File: config.mk
export PLATFORM = sky130hd
export DESIGN_NAME = if_fetch_unit
export DESIGN_NICKNAME = d
export VERILOG_FILES = /design/src/rtl/if_fetch_unit.sv
export SDC_FILE = /design/constraint.sdc
export NUM_CORES = 1
export LEC_CHECK = 0
export CAP_MARGIN = 20
export CORE_ASPECT_RATIO = 1.5
export CORE_UTILIZATION = 45
export DETAILED_ROUTE_END_ITERATION = 6
export DONT_BUFFER_PORTS = 1
export PLACE_DENSITY = 0.6
export SLEW_MARGIN = 20
export SYNTH_ARGS = -nofsm -noshare
export SYNTH_HDL_FRONTEND = slang
export SYNTH_SLANG_ARGS = --single-unit
export TNS_END_PERCENT = 30
File: constraint.sdc
create_clock -name clk -period 9.4 [get_ports clk]
set_input_delay 0.47 -clock clk [delete_from_list [all_inputs] [get_ports clk]]
set_output_delay 0.47 -clock clk [all_outputs]
set_load 0.02 [all_outputs]
File: src/rtl/if_fetch_unit.sv
// Instruction-fetch stage: owns the fetch PC, issues in-order imem requests and
// buffers returned {pc, instr} pairs for decode; redirect flushes and drops in-flight data.
module if_fetch_unit #(
    parameter logic [31:0] RESET_PC = 32'h0000_0000,
    parameter int unsigned DEPTH    = 2
) (
    input  logic        clk,
    input  logic        rst,
    input  logic        redirect_valid,
    input  logic [31:0] redirect_pc,
    output logic        imem_req_valid,
    output logic [31:0] imem_req_addr,
    input  logic        imem_req_ready,
    input  logic        imem_rsp_valid,
    input  logic [31:0] imem_rsp_data,
    output logic        id_valid,
    output logic [31:0] id_pc,
    output logic [31:0] id_instr,
    input  logic        id_ready,
    output logic [31:0] fetch_pc
);

    localparam int unsigned PW = (DEPTH > 1) ? $clog2(DEPTH) : 1;
    localparam int unsigned CW = $clog2(DEPTH + 1);
    localparam logic [CW:0] DEPTH_C = (CW + 1)'(DEPTH);

    logic [31:0]   q_pc_q    [DEPTH];
    logic [31:0]   q_instr_q [DEPTH];
    logic [31:0]   trk_q     [DEPTH];
    logic [PW-1:0] q_head_q, q_tail_q;
    logic [PW-1:0] trk_head_q, trk_tail_q;
    logic [CW-1:0] count_q, count_d;
    logic [CW-1:0] out_q, out_d;
    logic [CW-1:0] drop_q, drop_d;
    logic [31:0]   fetch_pc_q, fetch_pc_d;
    logic [CW:0]   used;
    logic          req_fire;
    logic          rsp_keep;
    logic          pop;

    // Credits count both buffered and in-flight entries, so every response has a slot.
    assign used           = {1'b0, count_q} + {1'b0, out_q};
    assign imem_req_valid = !rst && !redirect_valid && (used < DEPTH_C);
    assign imem_req_addr  = fetch_pc_q;
    assign fetch_pc       = fetch_pc_q;

    assign req_fire = imem_req_valid && imem_req_ready;
    assign rsp_keep = imem_rsp_valid && (drop_q == '0) && !redirect_valid;
    assign pop      = id_valid && id_ready && !redirect_valid;

    assign id_valid = (count_q != '0);
    assign id_pc    = id_valid ? q_pc_q[q_head_q]    : '0;
    assign id_instr = id_valid ? q_instr_q[q_head_q] : '0;

    always_comb begin
        fetch_pc_d = fetch_pc_q;
        count_d    = count_q;
        out_d      = out_q;
        drop_d     = drop_q;
        if (imem_rsp_valid) begin
            out_d = out_d - CW'(1);
            if (drop_q != '0) begin
                drop_d = drop_q - CW'(1);
            end
        end
        if (req_fire) begin
            out_d      = out_d + CW'(1);
            fetch_pc_d = fetch_pc_q + 32'd4;
        end
        if (redirect_valid) begin
            fetch_pc_d = redirect_pc & ~32'h3;
            count_d    = '0;
            // Everything still outstanding after this cycle's retirement is stale.
            drop_d     = out_d;
        end else begin
            count_d = count_q + CW'(rsp_keep) - CW'(pop);
        end
    end

    always_ff @(posedge clk) begin
        if (rst) begin
            fetch_pc_q <= RESET_PC;
            count_q    <= '0;
            out_q      <= '0;
            drop_q     <= '0;
            q_head_q   <= '0;
            q_tail_q   <= '0;
            trk_head_q <= '0;
            trk_tail_q <= '0;
        end else begin
            fetch_pc_q <= fetch_pc_d;
            count_q    <= count_d;
            out_q      <= out_d;
            drop_q     <= drop_d;
            if (redirect_valid) begin
                q_head_q <= '0;
                q_tail_q <= '0;
            end else begin
                if (rsp_keep) begin
                    q_tail_q <= q_tail_q + PW'(1);
                end
                if (pop) begin
                    q_head_q <= q_head_q + PW'(1);
                end
            end
            if (req_fire) begin
                trk_tail_q <= trk_tail_q + PW'(1);
            end
            if (imem_rsp_valid) begin
                trk_head_q <= trk_head_q + PW'(1);
            end
        end
    end

    always_ff @(posedge clk) begin
        if (rsp_keep) begin
            q_pc_q[q_tail_q]    <= trk_q[trk_head_q];
            q_instr_q[q_tail_q] <= imem_rsp_data;
        end
        if (req_fire) begin
            trk_q[trk_tail_q] <= fetch_pc_q;
        end
    end

endmodule

==> results.sh <==
export IMPL_outcome="finished clean"
export IMPL_grt_max_degree=63
export IMPL_placed_cell_area_mm2=0.00961
export IMPL_clock_root_buffer="clkbuf_16"
export IMPL_finalSetupTns_ns=0
export IMPL_p_switching_w=0.000484
export IMPL_route_detailed_drc=0
export IMPL_drive_gt1_share_pct=13.9
export IMPL_routedWlPerCell_um=21.0
export IMPL_core_area_mm2=0.0211
export IMPL_worst_slew_pin_slew_ns=0.997
export IMPL_p_per_area_mw_per_mm2=206
export IMPL_arrival_ns=3.22
export IMPL_viasPerCell=5.80
export IMPL_cts_max_level=1
export IMPL_dp_cells=907
export IMPL_synth_top_area_share_pct=57.3
export IMPL_drt_antenna_violating_nets=0
export IMPL_grt_pass1_wl_um=30500
export IMPL_dpl_hpwl_um=12900
export IMPL_area_growth_pct=6.61
export IMPL_ys_top_cells_by_area="edfxtp_1 57%, dfxtp_1 8.7%, mux2i_1 6.4%, mux2_2 3.6%, nor2_1 3.6%"
export IMPL_overflow=0
export IMPL_post_cts_resized=0
export IMPL_portBuffers=0
export IMPL_firstDrtPassIters=5
export IMPL_worstSetupStartpointType="flip-flop"
export IMPL_period_minus_slack_ns=3.12
export IMPL_die_y_um=181
export IMPL_hold_class="input port to flip-flop"
export IMPL_dieWidth_um=122
export IMPL_hold_viol=0
export IMPL_end_kind="flip-flop"
export IMPL_synthCells=700
export IMPL_async_flop_share_pct=0
export IMPL_drt_iter0_drc=268
export IMPL_final_cell_mix="184 x edfxtp_1, 89 x nor2_1, 62 x mux2i_1, 41 x dfxtp_1, 31 x mux2_2"
export IMPL_reg2reg_slack_ns=6.28
export IMPL_cts_buffer_depth=3
export IMPL_finalCritPeriodShare_pct=33.2
export IMPL_ys_seq_elements=226
export IMPL_cts_clk_slew_worst_paths_ns=0.07
export IMPL_r2r_start="out_q[0]$_SDFF_PP0_"
export IMPL_regToRegEndpoint="trk_q[0][24]$_DFFE_PP_"
export IMPL_swShare_pct=22.9
export IMPL_cts_buffers=21
export IMPL_p_int_w=0.00164
export IMPL_critPathCapture="trk_q[0][24]$_DFFE_PP_"
export IMPL_nNetsFinal=738
export IMPL_vdd_ir_drop_max_uv=132
export IMPL_p_clk_share_pct=38.2
export IMPL_final_setup_viol_count=0
export IMPL_start_util_pct=45.8
export IMPL_hold_buffers=0
export IMPL_ys_types=60
export IMPL_instances_no_fill=944
export IMPL_grt_pass1_vias=5419
export IMPL_required_ns=9.50
export IMPL_path_class="flip-flop to flip-flop"
export IMPL_drv_cap=0
export IMPL_yosysTopAreaCell="edfxtp_1"
export IMPL_power_leakage_nw=3.19
export IMPL_postCtsSetupBuffers=0
export IMPL_relSlewSlack_pct=33.4
export IMPL_fin_util_pct=48.8
export IMPL_design_portCount=200
export IMPL_gp_congestion=0.809
export IMPL_maxSlewViolCount=0
export IMPL_cp_max_fo=30
export IMPL_core_rowCount=65
export IMPL_critPathMaxStageDelay_ns=0.86
export IMPL_worst_skew_pair_late_latency_ns=0.49
export IMPL_hold_slack_ns=0.0496
export IMPL_antenna_found_initial=0
export IMPL_die_area_mm2=0.0220
export IMPL_finalWirelength_um=19800
export IMPL_n_antenna_cell=0
export IMPL_cts_tree="done"
export IMPL_r2r_cells=5
export IMPL_fin_area_mm2=0.0103
export IMPL_critPathLaunch="out_q[0]$_SDFF_PP0_"
export IMPL_via_count=5477
export IMPL_clock_sinks=226
export IMPL_synth_warnings=0
export IMPL_seq_power_share_pct=55.9
export IMPL_crit_slowest_cell="nor2_4"
export IMPL_comb_power_share_pct=5.9
export IMPL_final_common_cell="edfxtp_1"
export IMPL_grt_total_usage_pct=17.9
export IMPL_synth_area_mm2=0.00965
export IMPL_ys_seq_area_share_pct=66.0
export IMPL_cp_cell_sequence="and2_1 > fa_1 > nor3b_4 > nand2_2 > nor2_4"
export IMPL_fmax_mhz=320
export IMPL_synth_edf_count=184
export IMPL_rsz0062_at_grt="no"
export IMPL_synth_area_per_cell_um2=13.8
export IMPL_synthFlopType="edfxtp_1"
export IMPL_finClkSkew_ns=0.0123
power by group through the flow:
stage	Sequential (W)	Combinational [W]	Clock [W]
after floorplan	0.00118	0.000134	0
after global routing	0.00119	0.000139	0.000864
after CTS	0.00119	0.000126	0.000830
final	0.00119	0.000125	0.000809
after global placement	0.00121	0.000122	0
after detailed placement	0.00121	0.000125	0
cell type report:
type / instances / area [µm²]
fill: 1845 / 10800
sequential: 226 / 6370
multi-input combinational: 399 / 2830
clock buffer: 24 / 537
tap: 268 / 335
clock inverter: 12 / 114
timing repair buffer: 6 / 65.1
inverter: 9 / 33.8
worst min-delay path by stage:
stage / from / endpoint / slack (ns) / depth (start not counted)
floorplan: q_head_q$_SDFFE_PP0P_ / flip-flop / 0.47 / 2
CTS: rst / fetch_pc[12]$_SDFFE_PP0P_ / 0.02 / 1
detailed placement: q_head_q$_SDFFE_PP0P_ / q_head_q$_SDFFE_PP0P_ / 0.50 / 2
global placement: trk_head_q$_SDFFE_PP0P_ / trk_head_q$_SDFFE_PP0P_ / 0.50 / 2
global route: rst / fetch_pc[10]$_SDFFE_PP0P_ / 0.03 / 1
finish: rst / fetch_pc[7]$_SDFFE_PP0P_ / 0.05 / 1
Yosys cell counts (all sizes together) (5+ instances only):
| cell | n |
|---|---|
| edfxtp | 184 |
| nor2 | 93 |
| mux2 | 31 |
| buf | 46 |
| o31ai | 7 |
| a31oi | 11 |
| or4 | 9 |
| nand2 | 27 |
| and4 | 5 |
| a311oi | 12 |
| inv | 9 |
| o311ai | 9 |
| xnor2 | 8 |
| nor3 | 6 |
| and2 | 10 |
| o21ai | 6 |
| nand4 | 12 |
| dfxtp | 42 |
| nand3 | 10 |
| and3 | 9 |
| mux2i | 62 |
| o221ai | 5 |
| or3 | 14 |
| clkbuf | 24 |
| a21oi | 12 |
cells by family (layout without fill, tap and decap cells):
family                   count (synthesis)  count (layout)  synth area share, %
adder cells (fa/ha/maj)                  5               5                0.726
AND/OR/NAND/NOR                        207             207                 11.1
XOR/XNOR                                11              11                0.998
multiplexers                            93              93                 10.0
other                                    1               6               0.0389
flip-flops                             226             226                 66.0
buffers and inverters                   80              51                 5.17
AO/OA/AOI/OAI                           77              77                 5.93
worst max-delay path: cells and delay by family, from the launching register on:
kind,cells,cell delay (ns)
AND/OR/NAND/NOR,4,1.83
flip-flops,1,0.41
adder cells (fa/ha/maj),1,0.48
layer usage:
layer	vias to the layer above	global-route usage [%]	routed length, µm	part of all wire (%)
met5	-	0	0	0
li1	2532	-	-	-
met2	215	31.5	10200	51
met1	2695	20.7	7500	38
met4	0	6.67	562	2.8
met3	35	4.51	1560	7.9
sequential cells by signal (all words and copies together) (netlist names), named ones only:
signal      count
q_tail_q        1
out_q           2
q_head_q        1
trk_q          60
trk_head_q      1
fetch_pc       30
q_instr_q      64
trk_tail_q      1
q_pc_q         60
drop_q          2
count_q         2
metrics by stage:
step	total power (W)	setup WS, ns
after floorplan	0.00131	5.41
after global placement	0.00133	6.29
after detailed placement	0.00133	6.25
after CTS	0.00214	6.22
after global routing	0.00219	6.04
final	0.00212	6.28
Note: power is estimated with default switching activity, not from simulation.
